[src/rtl/gbe_tx_overflow_guard.sv]
// 10GbE TX guard: drops frames on afull/overflow, counts events for mux_gbe_over.
// Optional `GBE_GUARD_EOF_INSERT_EN: close a frame truncated by overflow with out_eof.
module gbe_tx_overflow_guard #(
    parameter int DATA_WIDTH = 64,
    parameter bit AFULL_DROP = 1'b1
) (
    input  logic                  user_clk,
    input  logic                  user_rst,
    input  logic [DATA_WIDTH-1:0] in_data,
    input  logic                  in_valid,
    input  logic                  in_eof,
    input  logic                  gbe_tx_afull,
    input  logic                  gbe_tx_overflow,
    input  logic                  sw_clr,
    output logic [DATA_WIDTH-1:0] out_data,
    output logic                  out_valid,
    output logic                  out_eof,
    output logic [31:0]           status_word
);

    typedef enum logic [1:0] {
        IDLE  = 2'b00,
        FRAME = 2'b01,
        DROP  = 2'b10
    } state_t;

    state_t r_state;
    state_t w_state_nxt;

    logic                  w_pass;
    logic                  w_drop_inc;
    logic                  w_afull_blk;
    logic                  w_ovf_rise;
    logic                  w_clr_rise;
    logic                  r_ovf_d;
    logic                  r_clr_d;
    logic [15:0]           r_drop_cnt;
    logic [11:0]           r_ovf_cnt;
    logic                  r_sticky_afull;
    logic                  r_sticky_ovf;
    logic [DATA_WIDTH-1:0] r_out_data;
    logic                  r_out_valid;
    logic                  r_out_eof;
    logic [31:0]           r_status;

    assign w_afull_blk = AFULL_DROP && gbe_tx_afull;
    assign w_ovf_rise  = gbe_tx_overflow & ~r_ovf_d;
    assign w_clr_rise  = sw_clr & ~r_clr_d;

    always_ff @(posedge user_clk or posedge user_rst) begin
        if (user_rst) begin
            r_state <= IDLE;
        end else begin
            r_state <= w_state_nxt;
        end
    end

    // Overflow in FRAME outranks in_valid: the current word is never passed.
    always_comb begin
        w_state_nxt = r_state;
        w_pass      = 1'b0;
        w_drop_inc  = 1'b0;
        case (r_state)
            IDLE: begin
                if (in_valid) begin
                    if (w_afull_blk) begin
                        if (in_eof) w_drop_inc = 1'b1;
                        else        w_state_nxt = DROP;
                    end else begin
                        w_pass = 1'b1;
                        if (!in_eof) w_state_nxt = FRAME;
                    end
                end
            end
            FRAME: begin
                if (gbe_tx_overflow) begin
                    if (in_valid && in_eof) begin
                        w_drop_inc  = 1'b1;
                        w_state_nxt = IDLE;
                    end else begin
                        w_state_nxt = DROP;
                    end
                end else if (in_valid) begin
                    w_pass = 1'b1;
                    if (in_eof) w_state_nxt = IDLE;
                end
            end
            DROP: begin
                if (in_valid && in_eof) begin
                    w_drop_inc  = 1'b1;
                    w_state_nxt = IDLE;
                end
            end
            default: w_state_nxt = IDLE;
        endcase
    end

    always_ff @(posedge user_clk or posedge user_rst) begin
        if (user_rst) begin
            r_out_data  <= '0;
            r_out_valid <= 1'b0;
            r_out_eof   <= 1'b0;
        end else begin
`ifdef GBE_GUARD_EOF_INSERT_EN
            if (r_state == FRAME && gbe_tx_overflow) begin
                r_out_valid <= 1'b1;
                r_out_eof   <= 1'b1;
                if (in_valid) r_out_data <= in_data;
            end else
`endif
            if (w_pass) begin
                r_out_data  <= in_data;
                r_out_valid <= 1'b1;
                r_out_eof   <= in_eof;
            end else begin
                r_out_valid <= 1'b0;
                r_out_eof   <= 1'b0;
            end
        end
    end

    // A clear coinciding with an event restarts counting from that event.
    always_ff @(posedge user_clk or posedge user_rst) begin
        if (user_rst) begin
            r_ovf_d        <= 1'b0;
            r_clr_d        <= 1'b0;
            r_drop_cnt     <= '0;
            r_ovf_cnt      <= '0;
            r_sticky_afull <= 1'b0;
            r_sticky_ovf   <= 1'b0;
        end else begin
            r_ovf_d <= gbe_tx_overflow;
            r_clr_d <= sw_clr;
            if (w_clr_rise) begin
                r_drop_cnt     <= {15'd0, w_drop_inc};
                r_ovf_cnt      <= {11'd0, w_ovf_rise};
                r_sticky_afull <= gbe_tx_afull;
                r_sticky_ovf   <= gbe_tx_overflow;
            end else begin
                if (w_drop_inc && r_drop_cnt != 16'hFFFF)
                    r_drop_cnt <= r_drop_cnt + 16'd1;
                if (w_ovf_rise && r_ovf_cnt != 12'hFFF)
                    r_ovf_cnt <= r_ovf_cnt + 12'd1;
                r_sticky_afull <= r_sticky_afull | gbe_tx_afull;
                r_sticky_ovf   <= r_sticky_ovf | gbe_tx_overflow;
            end
        end
    end

    always_ff @(posedge user_clk or posedge user_rst) begin
        if (user_rst) begin
            r_status <= '0;
        end else begin
            r_status <= {r_drop_cnt, r_ovf_cnt, r_sticky_afull,
                         r_sticky_ovf, r_state};
        end
    end

    assign out_data    = r_out_data;
    assign out_valid   = r_out_valid;
    assign out_eof     = r_out_eof;
    assign status_word = r_status;

endmodule
[config.mk]
export PLATFORM = sky130hd
export DESIGN_NAME = gbe_tx_overflow_guard
export DESIGN_NICKNAME = d
export VERILOG_FILES = /design/src/rtl/gbe_tx_overflow_guard.sv
export SDC_FILE = /design/constraint.sdc
export NUM_CORES = 1
export LEC_CHECK = 0
export ABC_AREA = 1
export CAP_MARGIN = 15
export CORE_MARGIN = 4
export CORE_UTILIZATION = 40
export CTS_CLUSTER_DIAMETER = 50
export DETAILED_ROUTE_END_ITERATION = 6
export DONT_BUFFER_PORTS = 1
export HOLD_SLACK_MARGIN = 0.08
export PLACE_DENSITY = 0.56
export SYNTH_ARGS = -nofsm -noshare
export SYNTH_HDL_FRONTEND = slang
export SYNTH_SLANG_ARGS = --single-unit
export TNS_END_PERCENT = 100
[constraint.sdc]
create_clock -name user_clk -period 5.15 [get_ports user_clk]
set_input_delay 1.03 -clock user_clk [delete_from_list [all_inputs] [get_ports user_clk]]
set_output_delay 1.03 -clock user_clk [all_outputs]
set_load 0.01 [all_outputs]
Yosys cells after proc, flatten, opt, wreduce, memory -nomap -nowiden

Cells that the tools add are included.

Order comparisons: 0
Shifts and indexed selects: 0
Eq/ne operators: 9
Multipliers: 0
Bitwise logic cells: 6
Divide/modulo/power cells: 0
Reductions and logical operators: 7
Mux-type cells: 29
$add $sub $neg: 2

Operators with widths:

| cell                                                             | count |
|---|---|
| 16-bit two-way mux                                               | 2 |
| 12-bit two-way mux                                               | 2 |
| 2-bit two-way mux                                                | 9 |
| 16-bit by 1-bit adder with 16-bit output (second input constant) | 1 |
| 16-bit != test (second input constant)                           | 1 |
| 1-bit two-way mux                                                | 13 |
| 12-bit by 1-bit adder with 12-bit output (second input constant) | 1 |
| 12-bit != test (second input constant)                           | 1 |
| 2-bit != test (second input constant)                            | 3 |
| 3-bit != test (second input constant)                            | 2 |
| 2-bit one-hot mux with 3 select lines                            | 1 |
| 5-bit AND reduction                                              | 1 |
| 2-bit nonzero test                                               | 2 |
| 1-bit logical AND                                                | 3 |
| 1-bit one-hot mux with 3 select lines                            | 1 |
| 1-bit AND                                                        | 2 |
| 2-bit by 1-bit == test with 1-bit output (second input constant) | 1 |
| 2-bit == test (second input constant)                            | 1 |
| 2-bit zero test                                                  | 1 |
| 1-bit inverter                                                   | 2 |
| 1-bit bitwise OR                                                 | 2 |
| 1-bit one-hot mux with 2 select lines                            | 1 |

Output and inout bits: 98
Bits of input ports: 71
ROM bits: 0
Word-level logic and storage cells: 64
Bits in registers: 132
RAM bits: 0
Memories kept: 0
Bits in latches: 0

Logic depth before layout (Yosys ltp)

Gate-level depths: netlist of run 1.

Depth in word-level cells: 7
Depth in mapped cells: 10
Gate-level depth less buffers: 9

Least setup slack after synthesis of run 1

No wires, ideal clock.

Kind: input-to-reg
Start: input port sw_clr
End: register r_ovf_cnt[5]
Slack: 3.191 ns
Cell stages on the path: 7
Required time: 5.022 ns
Data arrival time: 1.831 ns
Library setup time: 0.128 ns
Buffers on the path: 0
Cell sequence: inv_1 > nor2_4 > clkinv_1 > nand2_1 > inv_1 > nand2_1 > o21ai_0

Longest elaborated chain between the ends: 2
Elaborated cells on any way between the ends: 3
Those cells by class: mux (1); bitwise (1); reduce/logical (1)

Ends and longest elaborated chain:

| item                                                            | RTL line | RTL |
|---|---|---|
| start: declaration                                              | 14       | `input logic sw_clr,` |
| 1-bit AND (*)                                                   | 48       | `assign w_clr_rise = sw_clr & ~r_clr_d;` |
| 12-bit two-way mux / 2-bit nonzero test (equally long branches) | n/a      |  |
| end signal: assignment                                          | 136      | `r_ovf_cnt <= {11'd0, w_ovf_rise};` |
| end signal: assignment                                          | 143      | `r_ovf_cnt <= r_ovf_cnt + 12'd1;` |
| end: declaration                                                | 38       | `logic [11:0] r_ovf_cnt;` |

Every way passes the cells marked *; elsewhere a longest branch is shown, timed or not.
A chain may end at the register's enable or synchronous reset.

Final worst setup path of run 1

Start: input port sw_clr
End: register r_ovf_cnt[0]

Same word-level chain as after synthesis.

==> flow_metrics.env, run 1 <==
export IMPL_grt_pass1_wl_um=18900
export IMPL_hold_ws_ns=0.389
export IMPL_crit_slowest_cell="clkinv_1"
export IMPL_cts_tree="yes"
export IMPL_whs_path_depth=0
export IMPL_slew_headroom_pct=31.0
export IMPL_io_buffers=0
export IMPL_antennaDiodeCount=0
export IMPL_die_w_um=123
export IMPL_insertion_delay_ns=0.42
export IMPL_grt_overflow=0
export IMPL_vdd_drop_max_v=0.000199
export IMPL_start_util_pct=41.5
export IMPL_final_cells=791
export IMPL_fin_crit_sh_pct=48.3
export IMPL_startpoint_type="input port"
export IMPL_syn_cell_area_mm2=0.00530
export IMPL_crit_chain="inv_1, nor2_4, clkinv_1, nand2_1, inv_1, nand2_1, o21ai_0"
export IMPL_wl_um=12100
export IMPL_finalSetupViolations=0
export IMPL_min_path_type="reg -> reg"
export IMPL_setup_slack_ns=2.66
export IMPL_power_uw=3280
export IMPL_critPathTopFamily="buffers and inverters"
export IMPL_yosysSeqAreaShare_pct=62.4
export IMPL_path_buf_inv=3
export IMPL_cts_setup_buffers=0
export IMPL_drv_cap=0
export IMPL_grt_pass1_vias=3720
export IMPL_clock_root_buffer="clkbuf_16"
export IMPL_postCtsHoldBufs=0
export IMPL_cp_required_ns=5.44
export IMPL_maxSlewViolCount=0
export IMPL_ff2ff_path_depth=6
export IMPL_drt_pass1_iterations=4
export IMPL_path_depth=7
export IMPL_cts_clk_slew_worst_paths_ns=0.06
export IMPL_postSynthCellCount=602
export IMPL_avgSynthCellArea_um2=8.80
export IMPL_ctsResizeCount=0
export IMPL_fin_worst_skew_ns=0.00855
export IMPL_grt_setup_unrepaired="no"
export IMPL_cts_sinks=132
export IMPL_ys_seq_elements=132
export IMPL_wl_per_cell_um=15.3
export IMPL_timing_fmax_mhz=402
export IMPL_yosysTopAreaCell="dfrtp_1"
export IMPL_drcViolationCount=0
export IMPL_multi_input_area_mm2=0.00178
export IMPL_vias=3845
export IMPL_slowest_delay_ns=0.68
export IMPL_cellLeakagePower_uw=0.00303
export IMPL_seq_area_mm2=0.00330
export IMPL_fin_nets=679
export IMPL_fillers=1198
export IMPL_finalHoldViolCount=0
export IMPL_placed_cells=758
export IMPL_dieHeight_um=123
export IMPL_worst_setup_path_end_kind="register"
export IMPL_synth_top_cell_area_share_pct=62.4
export IMPL_synth_nets=675
export IMPL_yosysUniqueCellTypes=24
export IMPL_syn_to_final_growth_pct=13.4
export IMPL_worst_pin_slew_ns=1.04
export IMPL_pre_cts_ws_ns=1.85
export IMPL_cts_buffers_inserted=17
export IMPL_ys_warn_count=0
export IMPL_grt_max_degree=67
export IMPL_place_congestion=0.876
export IMPL_ff2ff_setup_slack_ns=2.89
export IMPL_cp_data_arrival_time_ns=2.78
export IMPL_htreeDepth=4
export IMPL_grt_total_usage_pct=16.5
export IMPL_setup_tns_ns=0
export IMPL_design_core_area_mm2=0.0128
export IMPL_grt_antenna_before_repair=0
export IMPL_critPathKind="in -> reg"
export IMPL_cellPowerDensity_mw_per_mm2=546
export IMPL_avgViaCountPerCell=4.86
export IMPL_outcome="finished, final reports clean"
export IMPL_drt_initial_drc_count=221
export IMPL_synth_area_leaders="dfrtp_1 62%, nand2_1 21%, nor2_1 2.9%, inv_1 2.3%, nand3_1 2.0%"
export IMPL_row_count=41
export IMPL_final_layout_size_suffix_gt1_share_pct=7.27
export IMPL_hpwlAfterDp_um=8430
export IMPL_clock_path_buffers=2
export IMPL_cp_max_fo=27
export IMPL_antenna_left=0
export IMPL_io_pins=169
export IMPL_dieArea_mm2=0.0151
export IMPL_fin_crit_ns=2.49
power by group:
group | internal (uW) | switching, uW
registers | 1330 | 360
clock network | 682 | 423
logic | 162 | 325
total | 2170 | 1110
placed cells by master (no fill, tap or decap):
cell type	netlist	layout
nor3_1	7	7
nand2_1	292	291
clkbuf_1	3	3
buf_4	0	2
nor2_1	41	41
clkbuf_16	0	17
a21oi_1	3	3
nand3b_1	2	2
xor2_1	5	5
or2_2	1	1
inv_4	0	1
nand2_2	2	3
clkbuf_8	0	2
clkinv_1	1	1
clkinvlp_4	0	3
ha_1	2	2
buf_12	0	1
bufinv_16	0	1
dfrtp_1	132	132
nor2_2	3	3
o21a_1	1	1
clkinv_2	0	6
nand4_1	13	13
nor2_4	4	4
o22ai_1	1	1
xnor2_1	1	1
o21ai_0	18	18
o21bai_1	1	1
inv_2	0	1
inv_1	33	31
nand3_1	21	21
cells in the mapped netlist:
cell and n:
or2_2 1, o21bai_1 1, nand2_2 2, xor2_1 5
nor2_2 3, nand4_1 13, o22ai_1 1, inv_1 33
nor3_1 7, buf_6 1, a21oi_1 3, nand3b_1 2
o21ai_0 18, dfrtp_1 132, nand2_1 292, nor2_1 41
ha_1 2, clkinv_1 1, xnor2_1 1, o21a_1 1
buf_2 14, nor2_4 4, clkbuf_1 3, nand3_1 21
final cells by class:
cell class	instances	area share, %
Sequential cell	132	55.0
Tap cell	172	3.58
Inverter	34	2.17
Timing Repair Buffer	3	0.583
Clock inverter	10	1.38
Clock buffer	22	7.73
Multi-Input combinational cell	418	29.6
worst paths after layout:
path	start	to
max	sw_clr	r_ovf_cnt[0]
min	r_sticky_ovf	status_word[2]
max reg2reg	r_clr_d	r_ovf_cnt[0]
min reg2reg	r_sticky_ovf	status_word[2]
max in group asynchronous	user_rst	out_data[13]
min in group asynchronous	user_rst	out_data[23]
metrics by stage:
| stage | util [%] | cell area (um2) |
|---|---|---|
| 6_report | 47.0 | 6010 |
| 4_1_cts | 46.9 | 5990 |
| 3_5_place_dp | 42.6 | 5440 |
| 2_1_floorplan | - | 5300 |
| 5_1_grt | 47.0 | 6010 |
| 3_3_place_gp | 42.6 | 5440 |
metal layers:
layer	track usage, %	share of wire [%]	up-vias	routed length (um)
met5	0	0	-	0
met4	7.96	1.9	0	227
met3	6.63	11	17	1340
met2	27.2	48	143	5820
met1	18.6	39	1804	4710
li1	-	-	1881	-
sequential cells by signal, summed over array words and instances (netlist names):
signal and cells:
out_valid 1, status_word 32, r_ovf_d 1, out_data 64
r_ovf_cnt 12, r_clr_d 1, out_eof 1, r_sticky_ovf 1
r_drop_cnt 16, r_sticky_afull 1, r_state 2
cells by family after synthesis:
logic type / synth area share [%]
adders and majority gates: 0.472
AOI/OAI and AO/OA: 2.39
buffers and inverters: 4.16
DFF: 62.4
xor gates and xnor gates: 0.992
and+or+nand+nor: 29.6
(Power assumes the default switching activity.)
==> run 2, diff against run 1 <==
--- a/config.mk
+++ b/config.mk
@@ -5,7 +5,7 @@
 export SDC_FILE = /design/constraint.sdc
 export NUM_CORES = 1
 export LEC_CHECK = 0
-export ABC_AREA = 1
+export ABC_AREA = 0
 export CAP_MARGIN = 15
 export CORE_MARGIN = 4
 export CORE_UTILIZATION = 40
==> constraint.sdc (replaced) <==
create_clock -name user_clk -period 2.5 [get_ports user_clk]
set_input_delay 0.5 -clock user_clk [delete_from_list [all_inputs] [get_ports user_clk]]
set_output_delay 0.5 -clock user_clk [all_outputs]
set_load 0.01 [all_outputs]
==> flow_metrics.env, run 2 <==
export IMPL_finalHoldViolCount=0
export IMPL_fin_worst_skew_ns=0.00849
export IMPL_hpwlAfterDp_um=7530
export IMPL_drv_cap=0
export IMPL_io_buffers=0
export IMPL_fin_nets=462
export IMPL_wl_per_cell_um=18.5
export IMPL_avgSynthCellArea_um2=13.7
export IMPL_cts_sinks=132
export IMPL_layout_common_cells="132 x dfrtp_1, 64 x mux2_2, 20 x nand2_1"
export IMPL_synth_nets=451
export IMPL_crit_chain="nand3b_1, a21o_1, or4_1, a21oi_1"
export IMPL_clock_path_buffers=2
export IMPL_antennaDiodeCount=0
export IMPL_die_w_um=122
export IMPL_dieArea_mm2=0.0148
export IMPL_min_path_type="in -> reg"
export IMPL_use_met1_pct=17.2
export IMPL_cp_data_arrival_time_ns=2.31
export IMPL_postSynthCellCount=378
export IMPL_yosysTopAreaCell="dfrtp_1"
export IMPL_io_pins=169
export IMPL_multi_input_area_mm2=0.00178
export IMPL_grt_total_usage_pct=14.9
export IMPL_gr_usage_met2_pct=24.0
export IMPL_yosysSeqAreaShare_pct=63.9
export IMPL_grt_max_degree=78
export IMPL_avgViaCountPerCell=5.43
export IMPL_row_count=41
export IMPL_ys_warn_count=0
export IMPL_worst_setup_path_end_kind="register"
export IMPL_setup_tns_ns=0
export IMPL_cts_clk_slew_worst_paths_ns=0.06
export IMPL_grt_use_met3_pct=7.52
export IMPL_syn_cell_area_mm2=0.00517
export IMPL_placed_cells=541
export IMPL_drt_initial_drc_count=152
export IMPL_place_congestion=0.802
export IMPL_drt_pass1_iterations=4
export IMPL_cellPowerDensity_mw_per_mm2=996
export IMPL_timing_fmax_mhz=506
export IMPL_synth_area_leaders="dfrtp_1 64%, mux2_2 14%, a21oi_1 1.7%, nand2_1 1.5%, or4_1 1.2%"
export IMPL_insertion_delay_ns=0.41
export IMPL_grt_antenna_before_repair=0
export IMPL_synthArstFlopShare_pct=100
export IMPL_critPathTopFamily="simple AND/OR/NAND/NOR gates"
export IMPL_grt_pass1_wl_um=16800
export IMPL_critPathKind="reg -> reg"
export IMPL_synth_top_cell_area_share_pct=63.9
export IMPL_outcome="finished, final reports clean"
export IMPL_vdd_drop_max_v=0.000309
export IMPL_ys_top_cells_by_count="132 x dfrtp_1, 64 x mux2_2, 20 x nand2_1"
export IMPL_startpoint_type="register"
export IMPL_wl_um=10600
export IMPL_yosysMostFrequentCell="dfrtp_1"
export IMPL_seq_area_mm2=0.00330
export IMPL_path_buf_inv=0
export IMPL_grt_pass1_vias=3160
export IMPL_ys_seq_elements=132
export IMPL_slew_headroom_pct=52.3
export IMPL_final_cells=574
export IMPL_fillers=1161
export IMPL_grt_setup_unrepaired="no"
export IMPL_htreeDepth=4
export IMPL_crit_slowest_cell="or4_1"
export IMPL_syn_to_final_growth_pct=16.8
export IMPL_cts_buffers_inserted=17
export IMPL_fin_crit_sh_pct=79.0
export IMPL_startpoint="r_state[1]"
export IMPL_cellLeakagePower_uw=0.00259
export IMPL_start_util_pct=41.0
export IMPL_ctsResizeCount=0
export IMPL_slowest_delay_ns=0.59
export IMPL_hold_path_startpoint="sw_clr"
export IMPL_vias=3117
export IMPL_design_core_area_mm2=0.0126
export IMPL_clock_root_buffer="clkbuf_16"
export IMPL_finalSetupViolations=0
export IMPL_largest_reg_flops=64
export IMPL_final_layout_size_suffix_gt1_share_pct=27.1
export IMPL_maxSlewViolCount=0
export IMPL_worst_pin_slew_ns=0.716
export IMPL_synth_edf_count=0
export IMPL_reg2reg_from="r_state[1]"
export IMPL_cts_tree="yes"
export IMPL_drcViolationCount=0
export IMPL_top_usage_layer="met2"
export IMPL_cts_setup_buffers=0
export IMPL_grt_overflow=0
export IMPL_dieHeight_um=122
export IMPL_antenna_left=0
export IMPL_cp_max_fo=25
export IMPL_fin_crit_ns=1.98
export IMPL_yosysUniqueCellTypes=49
export IMPL_synth_ff_type="dfrtp_1"
export IMPL_cp_required_ns=2.83
export IMPL_layout_commonest_cell="dfrtp_1"
-- run 2: final cells by class --
| cell class | count | area share (%) |
|---|---|---|
| clock inverters | 9 | 2.07 |
| multi-input cells | 224 | 29.5 |
| clock buffers | 23 | 8.08 |
| inverters | 7 | 0.497 |
| flip-flops and latches | 132 | 54.7 |
| repair buffers | 7 | 1.53 |
| well taps | 172 | 3.56 |
-- run 2: where the power goes --
group	internal, uW	switching (uW)	total (uW)
registers	2520	451	2970
clock network	1670	850	2520
logic	312	211	524
-- run 2: metrics by stage --
stage	worst slack (ns)	total power, uW	utilization, %	area, um2	hold WS (ns)
floorplan	0.363	3360	-	5170	0.354
global placement	0.600	3530	42.9	5410	0.361
detailed placement	0.546	3560	42.9	5410	0.369
CTS	0.531	6110	47.8	6040	0.0875
global route	0.362	6310	47.8	6040	0.0831
finish	0.525	6010	47.8	6040	0.116
-- run 2: kinds of logic (layout without fill, tap and decap cells) --
group / Yosys count / after routing / share of synthesized area [%]
compound gates: 56 / 56 / 7.79
flops: 132 / 132 / 63.9
simple gates: 96 / 96 / 11.0
xor+xnor: 3 / 3 / 0.508
fa+ha+maj: 2 / 2 / 0.484
buf+inv: 22 / 46 / 1.84
mux: 67 / 67 / 14.5
-- run 2: worst paths after layout --
path,endpoint,slack (ns),depth (start not counted)
max in group asynchronous,r_ovf_cnt[0],1.46,3
setup / recovery,r_drop_cnt[6],0.52,4
min in group asynchronous,out_data[35],0.69,3
setup reg to reg,r_drop_cnt[6],0.52,4
hold reg to reg,status_word[2],0.38,0
hold / removal,r_clr_d,0.12,0
-- run 2: worst register-to-register path, delay by kind of cell, from the launching register on --
kind	cells	cell delay [ns]
compound gates	2	0.61
flops	1	0.43
simple gates	2	0.87
-- run 2: per-layer routing --
layer,share of wire (%),vias to the layer above
met5,0,-
met2,49,132
met3,11,13
met1,39,1549
met4,1.1,0
li1,-,1423
-- run 2: what timing repair did --
| item | 4_1_cts | 5_1_grt |
|---|---|---|
| endpoints found under the setup margin | 0 | 0 |
| hold endpoints to repair | 55 | 0 |
| hold buffers | 1 | 0 |
==> run 3, diff against run 2 <==
--- a/config.mk
+++ b/config.mk
@@ -5,7 +5,7 @@
 export SDC_FILE = /design/constraint.sdc
 export NUM_CORES = 1
 export LEC_CHECK = 0
-export ABC_AREA = 0
+export ABC_AREA = 1
 export CAP_MARGIN = 15
 export CORE_MARGIN = 4
 export CORE_UTILIZATION = 40
==> constraint.sdc (replaced) <==
create_clock -name user_clk -period 1.85 [get_ports user_clk]
set_input_delay 0.37 -clock user_clk [delete_from_list [all_inputs] [get_ports user_clk]]
set_output_delay 0.37 -clock user_clk [all_outputs]
set_load 0.01 [all_outputs]
==> flow_metrics.env, run 3 (synthesis gave the netlist of run 1 again) <==
export IMPL_outcome="finished, final reports clean"
export IMPL_start_util_pct=41.5
export IMPL_min_path_type="in -> reg"
export IMPL_worst_setup_path_end_kind="register"
export IMPL_p_int_uw=6480
export IMPL_drcViolationCount=0
export IMPL_fillers=1122
export IMPL_clock_path_buffers=2
export IMPL_critPathKind="reg -> reg"
export IMPL_fin_crit_sh_pct=93.1
export IMPL_grt_max_degree=83
export IMPL_cts_buffers_inserted=17
export IMPL_grt_total_usage_pct=17.6
export IMPL_avgViaCountPerCell=4.82
export IMPL_fin_worst_skew_ns=0.00725
export IMPL_drv_cap=0
export IMPL_cts_tree="yes"
export IMPL_htreeDepth=4
export IMPL_p_sw_share_pct=32.6
export IMPL_finalSetupViolations=0
export IMPL_cp_data_arrival_time_ns=2.01
export IMPL_hold_ws_ns=0.104
export IMPL_timing_fmax_mhz=580
export IMPL_dieHeight_um=123
export IMPL_final_layout_size_suffix_gt1_share_pct=8.39
export IMPL_clock_root_buffer="clkbuf_16"
export IMPL_wl_per_cell_um=15.3
export IMPL_largest_reg_flops=64
export IMPL_grt_setup_unrepaired="yes"
export IMPL_cts_sinks=132
export IMPL_worst_pin_slew_ns=0.601
export IMPL_io_pins=169
export IMPL_vdd_drop_max_v=0.000540
export IMPL_syn_to_final_growth_pct=28.3
export IMPL_insertion_delay_ns=0.41
export IMPL_antennaDiodeCount=0
export IMPL_cellPowerDensity_mw_per_mm2=1420
export IMPL_hpwlAfterDp_um=8490
export IMPL_layout_common_cells="291 x nand2_1, 132 x dfrtp_1, 62 x dlygate4sd3_1"
export IMPL_startpoint_type="register"
export IMPL_multi_input_area_mm2=0.00178
export IMPL_cp_max_fo=15
export IMPL_combPwrFrac_pct=16.7
export IMPL_grt_antenna_before_repair=0
export IMPL_cp_required_ns=2.14
export IMPL_setup_slack_ns=0.127
export IMPL_row_count=41
export IMPL_p_switching_uw=3140
export IMPL_design_core_area_mm2=0.0128
export IMPL_dieArea_mm2=0.0151
export IMPL_io_buffers=0
export IMPL_die_w_um=123
export IMPL_grt_overflow=0
export IMPL_drt_pass1_iterations=4
export IMPL_finalHoldViolCount=0
export IMPL_whs_path_depth=2
export IMPL_layout_commonest_cell="nand2_1"
export IMPL_seq_area_mm2=0.00330
export IMPL_fin_nets=752
export IMPL_vias=4157
export IMPL_cts_clk_slew_worst_paths_ns=0.05
export IMPL_ff2ff_setup_slack_ns=0.13
export IMPL_fin_crit_ns=1.72
export IMPL_maxSlewViolCount=0
export IMPL_grt_pass1_wl_um=20700
export IMPL_ff2ff_path_depth=8
export IMPL_pwr_share_seq_pct=48.6
export IMPL_cellLeakagePower_uw=0.00337
export IMPL_pwr_share_clk_pct=34.7
export IMPL_place_congestion=0.882
export IMPL_antenna_left=0
export IMPL_pre_cts_ws_ns=0.137
export IMPL_slew_headroom_pct=59.9
export IMPL_wl_um=13200
export IMPL_cts_setup_buffers=0
export IMPL_drt_initial_drc_count=245
export IMPL_grt_pass1_vias=4335
[run 3: cell count changes in the layout (fill, tap and decap cells not counted), moves of 6 or more]
cell           previous run  this run
a21oi_1                  18         3
buf_4                     3        11
dlygate4sd3_1             1        62
inv_1                     6        31
mux2_2                   64         0
nand2_1                  20       291
nand3_1                   9        21
nand4_1                   7        13
nor2_1                   10        41
nor4_1                    7         0
o21ai_0                   4        17
o31ai_1                   6         0
or4_1                     8         0
[run 3: what timing repair did]
item	in CTS	in global routing
hold buffers	61	1
hold endpoints to repair	192	1
setup endpoints to repair	0	4
resized for setup	0	1
[run 3: area by class of cell]
type	instances	area share (%)
Inverter	34	1.93
Multi-Input combinational cell	418	26.1
Clock inverter	8	1.44
Tap cell	172	3.17
Clock buffer	23	7.48
Sequential cell	132	48.6
Timing Repair Buffer	76	11.2
[run 3: stage by stage]
stage	TNS (ns)	utilization (%)	area, um2	power, uW	instances
after global placement	0	43.6	5570	6120	770
after global routing	-0.00321	53.2	6790	10200	863
after CTS	0	53.1	6780	9730	862
after detailed placement	0	43.6	5570	6210	770
final	0	53.2	6790	9620	863
after floorplan	-20.75	-	5300	5640	602
[run 3: path summary, 6_finish.rpt]
| check | start | end |
|---|---|---|
| setup reg to reg | r_state[1] | r_drop_cnt[0] |
| setup / recovery | r_state[1] | r_drop_cnt[0] |
| hold / removal | in_data[44] | out_data[44] |
| min in group asynchronous | user_rst | status_word[22] |
| max in group asynchronous | user_rst | out_data[18] |
| hold reg to reg | r_sticky_afull | status_word[3] |
[run 3: power groups by stage]
stage	Sequential [uW]	Combinational (uW)	Clock, uW
3_5_place_dp	4720	1500	0
2_1_floorplan	4510	1140	0
6_report	4680	1610	3340
3_3_place_gp	4710	1410	0
4_1_cts	4680	1610	3440
5_1_grt	4770	1870	3580
[run 3: critical path, stage by stage (launching register included)]
cell     delay [ns]
dfrtp_1        0.42
nor2_2         0.20
nand2_1        0.10
nand3_1        0.08
nand2_1        0.15
nor2_4         0.37
nor2_4         0.14
nand2_1        0.09
nand2_1        0.05
[run 3: layer usage]
metal	up-vias	GRT usage, %	part of all wire (%)
li1	2018	-	-
met1	1958	19.8	39
met2	161	30.6	50
met3	20	6.04	9.2
met4	0	7.20	1.9
met5	-	0	0
